==> config.mk <==
export PLATFORM = sky130hd
export DESIGN_NAME = register_skid_pipeline
export DESIGN_NICKNAME = d
export VERILOG_FILES = /design/src/rtl/register_skid_pipeline.sv
export SDC_FILE = /design/constraint.sdc
export NUM_CORES = 1
export LEC_CHECK = 0
export CAP_MARGIN = 20
export CORE_MARGIN = 3
export CORE_UTILIZATION = 59
export CTS_CLUSTER_DIAMETER = 60
export DETAILED_ROUTE_END_ITERATION = 16
export PLACE_DENSITY = 0.84
export SLEW_MARGIN = 10
export SYNTH_ARGS = -nofsm -noshare
export SYNTH_HDL_FRONTEND = slang
export SYNTH_SLANG_ARGS = --single-unit
==> constraint.sdc <==
create_clock -name clk -period 3 [get_ports clk]
set_clock_uncertainty 0.15 [all_clocks]
set_input_delay 0.6 -clock clk [delete_from_list [all_inputs] [get_ports clk]]
set_output_delay 0.6 -clock clk [all_outputs]
set_load 0.05 [all_outputs]
==> src/rtl/register_skid_pipeline.sv <==
// rtl/register_skid_pipeline.sv - cascaded 2-entry skid stages with enable, flush and occupancy
module register_skid_pipeline #(
    parameter int WORD_LENGTH = 8,
    parameter int STAGES      = 2
) (
    input  logic                             clk,
    input  logic                             reset,
    input  logic                             enable,
    input  logic                             clear,
    input  logic                             in_valid,
    input  logic [WORD_LENGTH-1:0]           in_data,
    output logic                             in_ready,
    output logic                             out_valid,
    output logic [WORD_LENGTH-1:0]           out_data,
    input  logic                             out_ready,
    output logic [$clog2(2*STAGES+1)-1:0]    occupancy
);

    localparam int OCC_W = $clog2(2*STAGES+1);

    typedef enum logic [1:0] {
        ST_EMPTY = 2'd0,
        ST_BUSY  = 2'd1,
        ST_FULL  = 2'd2
    } stage_state_t;

    // Link k feeds stage k; link STAGES is the block output.
    logic [STAGES:0]                  link_valid;
    logic [STAGES:0]                  link_ready;
    logic [STAGES:0][WORD_LENGTH-1:0] link_data;

    assign link_valid[0]      = in_valid;
    assign link_data[0]       = in_data;
    assign link_ready[STAGES] = out_ready;

    for (genvar k = 0; k < STAGES; k++) begin : g_stage
        stage_state_t           state, state_nx;
        logic [WORD_LENGTH-1:0] main_q, main_nx;
        logic [WORD_LENGTH-1:0] skid_q, skid_nx;
        logic                   ready_q;
        logic                   accept;
        logic                   taken;

        assign accept = link_valid[k] & ready_q & enable;
        assign taken  = (state != ST_EMPTY) & link_ready[k+1] & enable;

        always_comb begin
            state_nx = state;
            main_nx  = main_q;
            skid_nx  = skid_q;
            case (state)
                ST_EMPTY: begin
                    if (accept) begin
                        state_nx = ST_BUSY;
                        main_nx  = link_data[k];
                    end
                end
                ST_BUSY: begin
                    if (accept && !taken) begin
                        state_nx = ST_FULL;
                        skid_nx  = link_data[k];
                    end else if (!accept && taken) begin
                        state_nx = ST_EMPTY;
                    end else if (accept && taken) begin
                        main_nx  = link_data[k];
                    end
                end
                ST_FULL: begin
                    if (taken) begin
                        state_nx = ST_BUSY;
                        main_nx  = skid_q;
                    end
                end
                default: state_nx = ST_EMPTY;
            endcase
            // Flush empties the stage but leaves stale data in place.
            if (clear) begin
                state_nx = ST_EMPTY;
                main_nx  = main_q;
                skid_nx  = skid_q;
            end
        end

        always_ff @(posedge clk or negedge reset) begin
            if (!reset) begin
                state   <= ST_EMPTY;
                main_q  <= '0;
                skid_q  <= '0;
                ready_q <= 1'b1;
            end else begin
                state   <= state_nx;
                main_q  <= main_nx;
                skid_q  <= skid_nx;
                ready_q <= (state_nx != ST_FULL);
            end
        end

        assign link_ready[k]   = ready_q;
        assign link_valid[k+1] = (state != ST_EMPTY);
        assign link_data[k+1]  = main_q;
    end

    assign in_ready  = link_ready[0] & enable;
    assign out_valid = link_valid[STAGES] & enable;
    assign out_data  = link_data[STAGES];

    logic             in_acc;
    logic             out_acc;
    logic [OCC_W-1:0] occ_q;

    assign in_acc  = in_valid & in_ready;
    assign out_acc = out_valid & out_ready;

    always_ff @(posedge clk or negedge reset) begin
        if (!reset) begin
            occ_q <= '0;
        end else if (clear) begin
            occ_q <= '0;
        end else if (in_acc && !out_acc) begin
            occ_q <= occ_q + 1'b1;
        end else if (!in_acc && out_acc) begin
            occ_q <= occ_q - 1'b1;
        end
    end

    assign occupancy = occ_q;

endmodule

==> results.cfg, run 1 <==
[outcome]
status = finished clean

[sta]
min_period_over_period = 0.826
rsz0062_at_grt = no
hold_violations = 0
finalSetupViolCount = 0
period_needed_ps = 2480
timing.final.ws_setup_ps = 522
slew_headroom = 0.416
worst_pin_slew_ps = 876
fin_tns_setup_ps = 0
fmax_mhz = 403
slew_viol_final = 0

[worst_setup_path]
max_stage_delay_ps = 610
crit_slowest_cell = clkdlybuf4s50_1
critPathTopFamily = buffers and inverters
cp_max_fo = 8
path_buf_inv = 3
arrival_ps = 1730
cp_cell_sequence = clkdlybuf4s50_1, buf_4, o21a_1, buf_12
end_kind = output pin
crit_required_ps = 2250
worstSetupStartpointType = input port
worstSetupPathType = input port to output pin

[clock_tree]
htree_levels = 2
worstSkewPairLatency_ps = 340
clkTransAtPathRegs_ps = 110
tritoncts = yes
cts_setup_buffers = 0
hold_buffers = 0
cts.sinks = 41
post_cts_resized = 0
cts-root-buf = clkbuf_4
clk_path_buf_depth = 2
cts_buffers = 5

[power]
p_leak_nw = 1.15
vdd_drop_max_v = 0.000338
p_per_area_mw_per_mm2 = 619
finalPower_mw = 1.55

[placement]
gp_congestion = 0.754
place_ws_ps = 207
place_inst = 225
dpl_cell_area_sq_mm = 0.00245
dpl.hpwl_mm = 2.83
io_buffers = 26

[yosys]
syn_area_sq_mm = 0.00212
yosysUniqueCellTypes = 40
synth.top_cell.area_share = 0.461
synth_area_per_cell_sq_um = 13.7
syn-instance-count = 154
ys.flop_type = dfrtp_1
yosys_warnings = 0
yosysSeqAreaShare = 0.486
syn-num-nets = 169
yosys.area.top_type = dfrtp_1
yosys-top-cells-area = dfrtp_1 46%, mux2_2 18%, mux2_4 11%
synth-edff-count = 0
ys_async_sr_fraction = 1.00
ys_seq_elements = 41

[hold_path]
hold_path.class = input port to async pin

[drt]
num_vias = 1280
vias_per_cell = 5.49
wire_per_inst_microns = 16.1
dr.pass1.iters = 4
wl_mm = 3.75
ant_nets = 0
drc = 0
drt_iter0_markers = 78

[global_route]
grt_max_degree = 42
globalRouteOverflowTotal = 0
grt_pass1_wl_mm = 6.42
antenna_found_initial = 0
grt_pass1_vias = 1331
track_usage = 0.199

[final_layout]
num-fill-cells = 224
layout.nets = 201
area_growth_pct = 18.0
diodes = 0
drive_above_1_share = 0.401
final-instance-count-excl-fill = 233
fin_area_sq_mm = 0.00250

[flow_run]
drv_cap = 0

[floorplanning]
ioPinCount = 27
die_h_microns = 65.9
coreArea_sq_mm = 0.00339
start_util = 0.625
rows = 21
die_w_microns = 65.9
dieArea_sq_mm = 0.00434
path summary, 6_finish.rpt:
| check | startpoint | slack (ps) | to | cells after the start |
|---|---|---|---|---|
| worst max-delay path | enable | 520 | out_valid | 4 |
| worst min-delay path | reset | 220 | occupancy[1] | 1 |
| worst max register to register | g_stage[1].state[1] | 910 | occupancy[2] | 7 |
| worst min register to register | g_stage[0].skid_q[7] | 370 | g_stage[0].skid_q[7] | 1 |
| max in group asynchronous | reset | 1940 | g_stage[0].main_q[2] | 1 |
| min in group clk | g_stage[0].skid_q[7] | 370 | g_stage[0].skid_q[7] | 1 |
metal layers:
metal,track usage,up-vias,wire [microns],share of wire
li1,-,615,-,-
met1,0.258,640,1690,0.45
met2,0.329,21,1880,0.50
met3,0.0510,4,128,0.034
met4,0.0544,0,43,0.011
met5,0,-,0,0
metrics by stage:
stage          hold WS [ps]  utilization
2_1_floorplan           154            -
3_3_place_gp            332        0.722
3_5_place_dp            343        0.722
4_1_cts                 234        0.737
5_1_grt                 272        0.737
6_report                217        0.737
Yosys cell counts, types with 2 or more instances:
cell      instances
nand2_1           3
clkbuf_1          2
o21bai_1          3
inv_1             5
o21ai_0           3
o31ai_1           2
and2_1            3
mux2_4           16
and3_1            2
dfrtp_1          39
nor2_1            7
nor2b_1           2
nand2b_1          2
a21oi_1           4
dfstp_2           2
mux2_2           33
nand3_1           3
kinds of logic (layout without fill, tap and decap cells):
kind of cell	after synthesis	after routing	synth area share
AND/OR/NAND/NOR	34	34	0.121
adder cells (fa/ha/maj)	1	1	0.00946
AO/OA/AOI/OAI	19	19	0.0709
flip-flops	41	41	0.486
multiplexers	49	49	0.289
buffers and inverters	9	42	0.0201
XOR/XNOR	1	1	0.00414
layout make-up:
type | instances | area, sq um | area share
inverter | 5 | 18.8 | 0.00751
clock inverter | 1 | 5.00 | 0.00200
multi-input combinational | 104 | 1050 | 0.419
timing repair buffer | 29 | 298 | 0.119
sequential | 41 | 1030 | 0.412
tap | 46 | 57.6 | 0.0230
clock buffer | 7 | 45.0 | 0.0180
placed cells by master, fill, tap and decap left out, types with 3 or more instances in the layout:
cell type	Yosys	routed
o21bai_1	3	3
a21oi_1	4	4
dfrtp_1	39	39
o21ai_0	3	3
inv_1	5	5
clkdlybuf4s50_1	0	23
and2_1	3	3
nor2_1	7	7
nand3_1	3	3
mux2_4	16	16
clkbuf_4	0	5
nand2_1	3	3
mux2_2	33	33
buf_4	0	3
state kept, by name (all words and copies together), names as in the netlist:
name and cells:
g_stage.state 4, out_data 8, g_stage.skid_q 16, g_stage.main_q 8
g_stage.ready_q 2, occupancy 3
report_power, final:
group	leakage, nW	internal (mW)	switching (mW)
Clock	0.0293	0.0915	0.165
Sequential	0.524	0.658	0.0721
Combinational	0.602	0.260	0.301
Total	1.15	1.01	0.537
No activity file was read; power rests on OpenSTA's default activity.
==> inputs of run 2 (changes only) <==
--- a/config.mk
+++ b/config.mk
@@ -7,10 +7,10 @@
 export LEC_CHECK = 0
 export CAP_MARGIN = 20
 export CORE_MARGIN = 3
-export CORE_UTILIZATION = 59
+export CORE_UTILIZATION = 55
 export CTS_CLUSTER_DIAMETER = 60
 export DETAILED_ROUTE_END_ITERATION = 16
-export PLACE_DENSITY = 0.84
+export PLACE_DENSITY = 0.79
 export SLEW_MARGIN = 10
 export SYNTH_ARGS = -nofsm -noshare
 export SYNTH_HDL_FRONTEND = slang
==> constraint.sdc (replaced) <==
create_clock -name clk -period 2.6 [get_ports clk]
set_clock_uncertainty 0.15 [all_clocks]
set_input_delay 0.52 -clock clk [delete_from_list [all_inputs] [get_ports clk]]
set_output_delay 0.52 -clock clk [all_outputs]
set_load 0.05 [all_outputs]
==> results.cfg, run 2 (same netlist as run 1, synthesis figures left out) <==
[final_layout]
final_cell_mix = 39 x dfrtp_1, 33 x mux2_2, 23 x clkdlybuf4s50_1
layout.nets = 204
drive_above_1_share = 0.421
area_growth_pct = 20.8
num-fill-cells = 250
final-instance-count-excl-fill = 236
diodes = 0
postLayoutCoreUtil = 0.726
largest_reg_flops = 16
top_register = g_stage.skid_q
final_common_cell = dfrtp_1

[drt]
drt_iter0_markers = 63
dr.pass1.iters = 5
ant_nets = 0
vias_per_cell = 5.53
wl_mm = 3.81
drc = 0
num_vias = 1305
wire_per_inst_microns = 16.1

[sta]
slew_headroom = 0.427
slew_viol_final = 0
min_period_over_period = 0.905
timing.final.ws_setup_ps = 246
rsz0062_at_grt = no
worst_pin_slew_ps = 859
finalSetupViolCount = 0
fin_hold_ws_ps = 184
period_needed_ps = 2350
hold_violations = 0
fmax_mhz = 425

[floorplanning]
ioPinCount = 27
dieArea_sq_mm = 0.00463
die_w_microns = 68.0
start_util = 0.601
rows = 21
coreArea_sq_mm = 0.00352
die_h_microns = 68.0

[outcome]
status = finished clean

[placement]
dpl.hpwl_mm = 2.80
gp_congestion = 0.727
place_ws_ps = -40.2
io_buffers = 26
place_inst = 228

[global_route]
grt_pass1_vias = 1429
met3_usage = 0.0525
grt_pass1_wl_mm = 6.78
globalRouteOverflowTotal = 0
met2_usage = 0.316
antenna_found_initial = 0
use_met1 = 0.257
track_usage = 0.195
grt_max_degree = 42
grt-busiest-layer = met2

[power]
p_leak_nw = 1.18
power.switching_mw = 0.643
p_per_area_mw_per_mm2 = 740
vdd_drop_max_v = 0.000446
seqPwrFrac = 0.445
sw_frac_of_total = 0.340
comb_power_share = 0.343
p_int_mw = 1.25
clockPowerShare = 0.212

[worst_setup_path]
worstSetupPathType = input port to flop
arrival_ps = 2380
worstSetupStartpointType = input port
cp_max_fo = 4
crit_required_ps = 2630
end_kind = flop

[clock_tree]
cts.sinks = 41
cts_setup_buffers = 0
tritoncts = yes
post_cts_resized = 0
htree_levels = 2
cts_buffers = 5
cts-root-buf = clkbuf_8
clk_path_buf_depth = 2
clkTransAtPathRegs_ps = 80
hold_buffers = 0
worstSkewPairLatency_ps = 290

[flow_run]
drv_cap = 0

[hold_path]
hold_path.class = input port to async pin
[run 2: cell types whose count changed in the layout (fill, tap and decap cells not counted), sizes merged]
cell	previous run	this run
buf	6	9
clkbuf	7	5
clkinvlp	0	1
clkinv	1	2
[run 2: worst max-delay path: stages]
cell and delay [ps]:
clkdlybuf4s50_1 540, o211ai_1 140, and2_1 210, fa_1 350, inv_1 80, nor3_1 50, a21oi_1 150, mux2_2 340
[run 2: path summary, 6_finish.rpt]
check | startpoint | end | depth (start not counted) | slack, ps
min in group clk | g_stage[0].skid_q[6] | g_stage[0].skid_q[6] | 1 | 360
worst max-delay path | enable | occupancy[2] | 8 | 250
worst max register to register | g_stage[1].state[1] | occupancy[2] | 7 | 480
worst min-delay path | reset | occupancy[0] | 1 | 180
worst min register to register | g_stage[0].skid_q[6] | g_stage[0].skid_q[6] | 1 | 360
max in group asynchronous | reset | g_stage[0].state[0] | 1 | 1580
[run 2: stage by stage]
stage | TNS [ps] | power (mW) | instance area (sq um)
after floorplan | 0 | 1.28 | 2120
after global placement | 0 | 1.48 | 2470
after detailed placement | -40.2 | 1.51 | 2470
after CTS | 0 | 1.91 | 2560
after global routing | 0 | 1.99 | 2560
final | 0 | 1.89 | 2560
[run 2: per-layer routing]
layer,wire (microns),vias to the layer above
met3,174,4
met5,0,-
met4,27,0
li1,-,624
met2,1870,27
met1,1740,650
[run 2: final cells by class]
class	count	area, sq um	area share
Tap cell	46	57.6	0.0225
Clock inverter	3	17.5	0.00685
Multi-Input combinational cell	104	1050	0.409
Timing Repair Buffer	32	320	0.125
Inverter	5	18.8	0.00734
Sequential cell	41	1030	0.402
Clock buffer	5	68.8	0.0269
[run 2: power groups by stage]
stage | Combinational [mW] | Clock (mW) | Sequential, mW
floorplan | 0.235 | 0 | 1.05
global placement | 0.640 | 0 | 0.843
detailed placement | 0.654 | 0 | 0.854
CTS | 0.655 | 0.414 | 0.843
global route | 0.690 | 0.440 | 0.862
finish | 0.649 | 0.400 | 0.842
==> inputs of run 3 (changes only) <==
--- a/config.mk
+++ b/config.mk
@@ -5,6 +5,7 @@
 export SDC_FILE = /design/constraint.sdc
 export NUM_CORES = 1
 export LEC_CHECK = 0
+export ABC_CLOCK_PERIOD_IN_PS = 2600
 export CAP_MARGIN = 20
 export CORE_MARGIN = 3
 export CORE_UTILIZATION = 55
==> results of run 3 <==
The final DEF is identical to that of run 2; final timing and power are the same.
